### src/rtl/uart_pkg.sv
// Shared types and constants for the UART transmit arbiter.
// UART_ARB_TIMEOUT_EN (optional) enables the transfer watchdog in uart_tx_arbiter.
package uart_pkg;

  localparam int CLKS_PER_BIT    = 434;
  localparam int N_REQ_DEF       = 4;
  localparam int TIMEOUT_CYC_DEF = 6000;

  typedef enum logic [1:0] {
    ST_IDLE      = 2'd0,
    ST_LAUNCH    = 2'd1,
    ST_WAIT_DONE = 2'd2
  } arb_state_e;

endpackage

### src/rtl/rr_arbiter.sv
// Combinational round-robin picker: the lowest requester at or above ptr wins,
// otherwise the search wraps to the lowest requester overall.
module rr_arbiter #(
  parameter int N_REQ = 4,
  parameter int IDX_W = $clog2(N_REQ)
) (
  input  logic [N_REQ-1:0] req,
  input  logic [IDX_W-1:0] ptr,
  output logic [N_REQ-1:0] grant,
  output logic             valid
);

  logic [N_REQ-1:0] mask_s;
  logic [N_REQ-1:0] masked_s;
  logic [N_REQ-1:0] pool_s;

  // Thermometer mask keeps requesters >= ptr; isolate lowest set bit of the chosen pool
  always_comb begin
    mask_s   = ~((N_REQ'(1) << ptr) - N_REQ'(1));
    masked_s = req & mask_s;
    if (|masked_s) begin
      pool_s = masked_s;
    end else begin
      pool_s = req;
    end
    grant = pool_s & (~pool_s + N_REQ'(1));
    valid = |req;
  end

endmodule

### src/rtl/uart_tx_arbiter.sv
// Shares one UART transmitter among N_REQ byte requesters, round-robin.
// Define UART_ARB_TIMEOUT_EN to add the launch-to-done watchdog and the timeout port.
module uart_tx_arbiter
  import uart_pkg::*;
#(
  parameter int N_REQ       = N_REQ_DEF,
  parameter int TIMEOUT_CYC = TIMEOUT_CYC_DEF
) (
  input  logic                     clk,
  input  logic                     rst,
  input  logic [N_REQ-1:0]         req,
  input  logic [N_REQ*8-1:0]       req_data,
  output logic [N_REQ-1:0]         gnt,
  output logic [N_REQ-1:0]         done,
  output logic                     tx_send,
  output logic [7:0]               tx_data,
  input  logic                     tx_packet_done,
  output logic                     busy,
  output logic [$clog2(N_REQ)-1:0] owner
`ifdef UART_ARB_TIMEOUT_EN
  ,
  output logic                     timeout
`endif
);

  localparam int IDX_W = $clog2(N_REQ);

  arb_state_e       state_r;
  arb_state_e       state_nxt_s;
  logic [IDX_W-1:0] ptr_r;
  logic [IDX_W-1:0] ptr_nxt_s;
  logic [N_REQ-1:0] win_oh_s;
  logic             win_valid_s;
  logic [IDX_W-1:0] win_idx_s;
  logic [7:0]       win_data_s;
  logic [N_REQ-1:0] gnt_nxt_s;
  logic [N_REQ-1:0] done_nxt_s;
  logic             send_nxt_s;
  logic             capture_s;
  logic             finish_s;

  rr_arbiter #(
    .N_REQ(N_REQ),
    .IDX_W(IDX_W)
  ) u_rr (
    .req  (req),
    .ptr  (ptr_r),
    .grant(win_oh_s),
    .valid(win_valid_s)
  );

  // One-hot winner to index and byte lane; OR-reduction since at most one bit is set
  always_comb begin
    win_idx_s  = '0;
    win_data_s = 8'h00;
    for (int i = 0; i < N_REQ; i++) begin
      win_idx_s  = win_idx_s | (IDX_W'(i) & {IDX_W{win_oh_s[i]}});
      win_data_s = win_data_s | (req_data[i*8 +: 8] & {8{win_oh_s[i]}});
    end
  end

  // Pointer moves one past the finishing owner, wrapping at N_REQ-1
  always_comb begin
    if (owner == IDX_W'(N_REQ - 1)) begin
      ptr_nxt_s = '0;
    end else begin
      ptr_nxt_s = owner + IDX_W'(1);
    end
  end

`ifdef UART_ARB_TIMEOUT_EN
  localparam int CNT_W = $clog2(TIMEOUT_CYC + 1);

  logic [CNT_W-1:0] cnt_r;
  logic             expire_s;
  logic             timeout_nxt_s;

  assign expire_s = (cnt_r == CNT_W'(TIMEOUT_CYC - 1));

  // Watchdog: zero while idle, counts every cycle of an active transfer
  always_ff @(posedge clk or posedge rst) begin
    if (rst) begin
      cnt_r   <= '0;
      timeout <= 1'b0;
    end else begin
      timeout <= timeout_nxt_s;
      if (state_r == ST_IDLE) begin
        cnt_r <= '0;
      end else begin
        cnt_r <= cnt_r + CNT_W'(1);
      end
    end
  end
`endif

  // Next-state and next-output decode
  always_comb begin
    state_nxt_s = state_r;
    gnt_nxt_s   = '0;
    done_nxt_s  = '0;
    send_nxt_s  = 1'b0;
    capture_s   = 1'b0;
    finish_s    = 1'b0;
`ifdef UART_ARB_TIMEOUT_EN
    timeout_nxt_s = 1'b0;
`endif
    case (state_r)
      ST_IDLE: begin
        if (win_valid_s) begin
          state_nxt_s = ST_LAUNCH;
          gnt_nxt_s   = win_oh_s;
          capture_s   = 1'b1;
        end else begin
          state_nxt_s = ST_IDLE;
        end
      end
      ST_LAUNCH: begin
        state_nxt_s = ST_WAIT_DONE;
        send_nxt_s  = 1'b1;
      end
      ST_WAIT_DONE: begin
        if (tx_packet_done) begin
          state_nxt_s = ST_IDLE;
          done_nxt_s  = N_REQ'(1) << owner;
          finish_s    = 1'b1;
        end
`ifdef UART_ARB_TIMEOUT_EN
        else if (expire_s) begin
          state_nxt_s   = ST_IDLE;
          timeout_nxt_s = 1'b1;
          finish_s      = 1'b1;
        end
`endif
        else begin
          state_nxt_s = ST_WAIT_DONE;
        end
      end
      default: begin
        state_nxt_s = ST_IDLE;
      end
    endcase
  end

  // State, pointer and registered outputs
  always_ff @(posedge clk or posedge rst) begin
    if (rst) begin
      state_r <= ST_IDLE;
      ptr_r   <= '0;
      owner   <= '0;
      tx_data <= 8'h00;
      tx_send <= 1'b0;
      gnt     <= '0;
      done    <= '0;
      busy    <= 1'b0;
    end else begin
      state_r <= state_nxt_s;
      gnt     <= gnt_nxt_s;
      done    <= done_nxt_s;
      tx_send <= send_nxt_s;
      busy    <= (state_nxt_s != ST_IDLE);
      if (capture_s) begin
        tx_data <= win_data_s;
        owner   <= win_idx_s;
      end
      if (finish_s) begin
        ptr_r <= ptr_nxt_s;
      end
    end
  end

endmodule

### config.mk
export PLATFORM = sky130hd
export DESIGN_NAME = uart_tx_arbiter
export DESIGN_NICKNAME = d
export VERILOG_FILES = /design/src/rtl/uart_pkg.sv /design/src/rtl/rr_arbiter.sv /design/src/rtl/uart_tx_arbiter.sv
export SDC_FILE = /design/constraint.sdc
export NUM_CORES = 1
export LEC_CHECK = 0
export CORE_MARGIN = 2
export CORE_UTILIZATION = 45
export DETAILED_ROUTE_END_ITERATION = 16
export HOLD_SLACK_MARGIN = 0.03
export MAX_ROUTING_LAYER = met4
export PLACE_DENSITY = 0.85
export SLEW_MARGIN = 10
export SYNTH_ARGS = -nofsm -noshare
export SYNTH_HDL_FRONTEND = slang
export SYNTH_SLANG_ARGS = --single-unit
### constraint.sdc
create_clock -name clk -period 3.5 [get_ports clk]
set_clock_uncertainty 0.2 [all_clocks]
set_input_delay 0.7 -clock clk [delete_from_list [all_inputs] [get_ports clk]]
set_output_delay 0.7 -clock clk [all_outputs]
set_load 0.01 [all_outputs]
==> metrics list <==
* Cell taking the most area after synthesis: sky130_fd_sc_hd__dfrtp_1
* Mean area per synthesized cell: 9.50 sq um
* Sequential element share of the synthesized area: 45.2%
- Fraction of layout instances using a drive strength above 1: 6.28%
- In this run the count of I/O pins placed on the die edge is 59.
- Total count of max-transition violations in the final report: 0
- The net count of the finished layout is 235.
- Via Count: 1282
* Worst slack after detailed placement: 0.615 ns
- After layout, the minimum clock period comes to 2.59 ns.
* Maximum number of pins on one net before global-route repair: 25
- Count of instances resized after the clock tree is built: 0
* Number of buffers added by the clock tree synthesis step: 3
- In this run, the number of DRC markers left after iteration 0 of detailed routing was 39.
* Initial Utilization: 47.8%
* Number of antenna violations at the first check in global routing: 0
- Final Hold Fails: 0
- Fill cells in the final layout number 241.
* Yosys warning total: 0
- Number of routed nets with antenna violations: 0
* Post-CTS clock slew at the launch and capture registers of the worst setup and hold paths: 0.13 ns
- Data arrival at the endpoint of the critical path: 2.62 ns
* Diodes inserted: 0
- The netlist uses 30 different library cells.
- Measured slew at the worst slew-check pin: 0.886 ns
- Post-route worst setup slack: 0.910 ns
* Area overhead of the layout relative to synthesis: 45.6%
- Number of global-route vias before repair: around 1200
* Total Wirelength: between 3000 and 4000 um
- The min-delay analysis places its worst path in the category reg -> reg.
- Clk buf depth: 2
* GRT overflow: 0
- Fraction of synthesis flops using an asynchronous set or reset pin: 100%
- Along the worst path, the maximum fanout reaches 15.
- The critical path is of the in -> reg type.
- STA classifies the critical path startpoint as an input pin.
- The die is 58.4 um tall.
- Number of search-and-repair iterations in the first detailed-routing pass: 4
- Summing the areas of all xor and xnor instances in the mapped netlist gives 0% of the synthesized area.
- Detail Placement HPWL: 2770 um
- Multiplexer cells account for 0.847% of the synthesized area.
- In the routed layout, each cell is associated on average with a via count of 5.77.
- Clock tree from TritonCTS: built
- The clock drives 24 sinks.
- RSZ-0062 raised after global routing: no
* Number of H-tree levels: 1
* Total die area: 0.00341 sq mm
- The synthesized netlist devotes 24.6% of its cell area to compound gates.
- Quantity of I/O buffers inserted on ports: 58
* Commonest cells after routing, fill and taps aside: sky130_fd_sc_hd__clkdlybuf4s50_1 (58), sky130_fd_sc_hd__dfrtp_1 (24), sky130_fd_sc_hd__nand2_1 (18), sky130_fd_sc_hd__a31oi_1 (18), sky130_fd_sc_hd__a41oi_1 (16)
- Count of flip-flops with a built-in enable after synthesis: 0
* Outcome: finished clean
* Nets in the synthesized netlist: 183
* Buffers inserted by post-CTS timing repair: 0
- Fmax: roughly 390 MHz
- Total leakage power: 0.789 nW
- After Yosys synthesis, and, or, nand and nor cells account for a little under 20% of the synthesized area.
- Leaving out fill and tap cells, the most frequent cell in the layout is sky130_fd_sc_hd__clkdlybuf4s50_1.
- # hold bufs at CTS: 0
* Number of flip-flops and latches in the synthesized netlist: 24
- Global routing consumed, over all layers together, 22.2% of the routing resources.
- Setup violations remaining at the end of the flow were counted as 0.
* Flip-flop cell with the highest count after synthesis: sky130_fd_sc_hd__dfrtp_1
* Critical Path RT: 3.53 ns
- Share of the clock period used by the worst path after layout: 74.0%
- Placement row count: 19
- Sorting the synthesized cells by area gives the leading types as sky130_fd_sc_hd__dfrtp_1 (45%), sky130_fd_sc_hd__a41oi_1 (11%), sky130_fd_sc_hd__a31oi_1 (8.5%).
- Dividing total power by cell area gives a power density of 719 mW/mm^2.
* Wire length of the first global-routing pass: 5600 um
* Clock tree root driver cell: sky130_fd_sc_hd__clkbuf_4
- Core area: approximately 0.0028 sq mm
* Post-synth top area share: 45.2%
* Largest family of logic cells by synthesized area: compound AO/OA/AOI/OAI gates
- Synthesis produced a netlist whose cell count is 140.
- Crit end category: flop
* Later-pin clock latency in the skew report: 0.31 ns
- Share of synthesized cell area in full adder, half adder and majority cells: 3.76%
- The tool flagged a number of max-cap violations equal to 0.
- The mapped netlist covers 0.00133 sq mm.
* Die width: roughly 60 um
- The worst pin sits at a relative slew slack of 40.8%.
- After detailed routing, the number of remaining DRC violations is 0.
- The worst-case IR drop observed on VDD is 565 uV.
- At the end of routability-driven placement, the weighted congestion stood at 0.855.
- After detailed routing, the average wire length per cell comes to 15.7 um.
- Sum of negative setup slack: 0 ns
[worst paths after layout]
kind                       cells after the start    endpoint        from  slack [ns]
setup / recovery                               6  tx_data[1]      req[2]        0.91
hold / removal                                 1     tx_send  state_r[1]        0.31
setup reg to reg                               4  tx_data[1]    ptr_r[1]        1.64
hold reg to reg                                1     tx_send  state_r[1]        0.31
max in group asynchronous                      2     done[3]         rst        1.90
min in group asynchronous                      2      gnt[0]         rst        0.66
[critical path, cell delays in order]
cell and delay [ns]:
sky130_fd_sc_hd__clkdlybuf4s50_1 0.79, sky130_fd_sc_hd__nor4_1 0.11, sky130_fd_sc_hd__or3_4 0.42, sky130_fd_sc_hd__inv_1 0.32
sky130_fd_sc_hd__nor2_1 0.09, sky130_fd_sc_hd__a31oi_1 0.18
[cells by family (layout without fill, tap and decap cells)]
group,count (synthesis),count (layout)
AND/OR/NAND/NOR,52,52
AO/OA/AOI/OAI,43,43
flip-flops,24,24
buffers and inverters,16,67
adder cells (fa/ha/maj),4,4
multiplexers,1,1
[metal layers]
layer / wire length (um) / up-vias / global-route usage, %
li1: - / 614 / -
met4: 23 / 0 / 5.98
met3: 257 / 2 / 1.98
met2: 1800 / 74 / 35.3
met5: 0 / - / -
met1: 1400 / 592 / 30.6
[through the flow]
step                      utilization, %  cells  hold slack (ns)  total power, mW  instance area, sq um
after floorplan                        -    140            0.241            0.910                  1330
after global placement              67.7    218            0.286             1.17                  1880
after detailed placement            67.7    218            0.277             1.20                  1880
after CTS                           69.6    222            0.300             1.40                  1940
after global routing                69.6    222            0.343             1.50                  1940
final                               69.6    222            0.306             1.39                  1940
[report_power, final]
part           internal [mW]  switching [mW]
Combinational          0.362           0.360
Sequential             0.388          0.0855
Clock                  0.116          0.0806
Total                  0.866           0.526
[state kept, by name, indices dropped and copies added (netlist names)]
name,cells
tx_data,8
done,4
gnt,4
owner,2
ptr_r,2
state_r,2
busy,1
tx_send,1
[cells in the mapped netlist, drive strengths merged, types with 3 or more instances]
cell type / count
a31oi: 18
a41oi: 16
and2: 5
buf: 7
clkbuf: 4
dfrtp: 24
ha: 4
inv: 5
nand2: 18
nand3: 3
nor2: 14
nor2b: 3
o21ai: 5
[final cells by class]
cell class	instances	area, sq um	area share (%)
tap	31	38.8	2.00
multi-input combinational	100	646	33.3
timing repair buffer	58	581	30.0
clock buffer	3	22.5	1.16
inverter	5	18.8	0.969
sequential	24	601	31.0
clock inverter	1	30.0	1.55
Note: power is estimated with default switching activity, not from simulation.
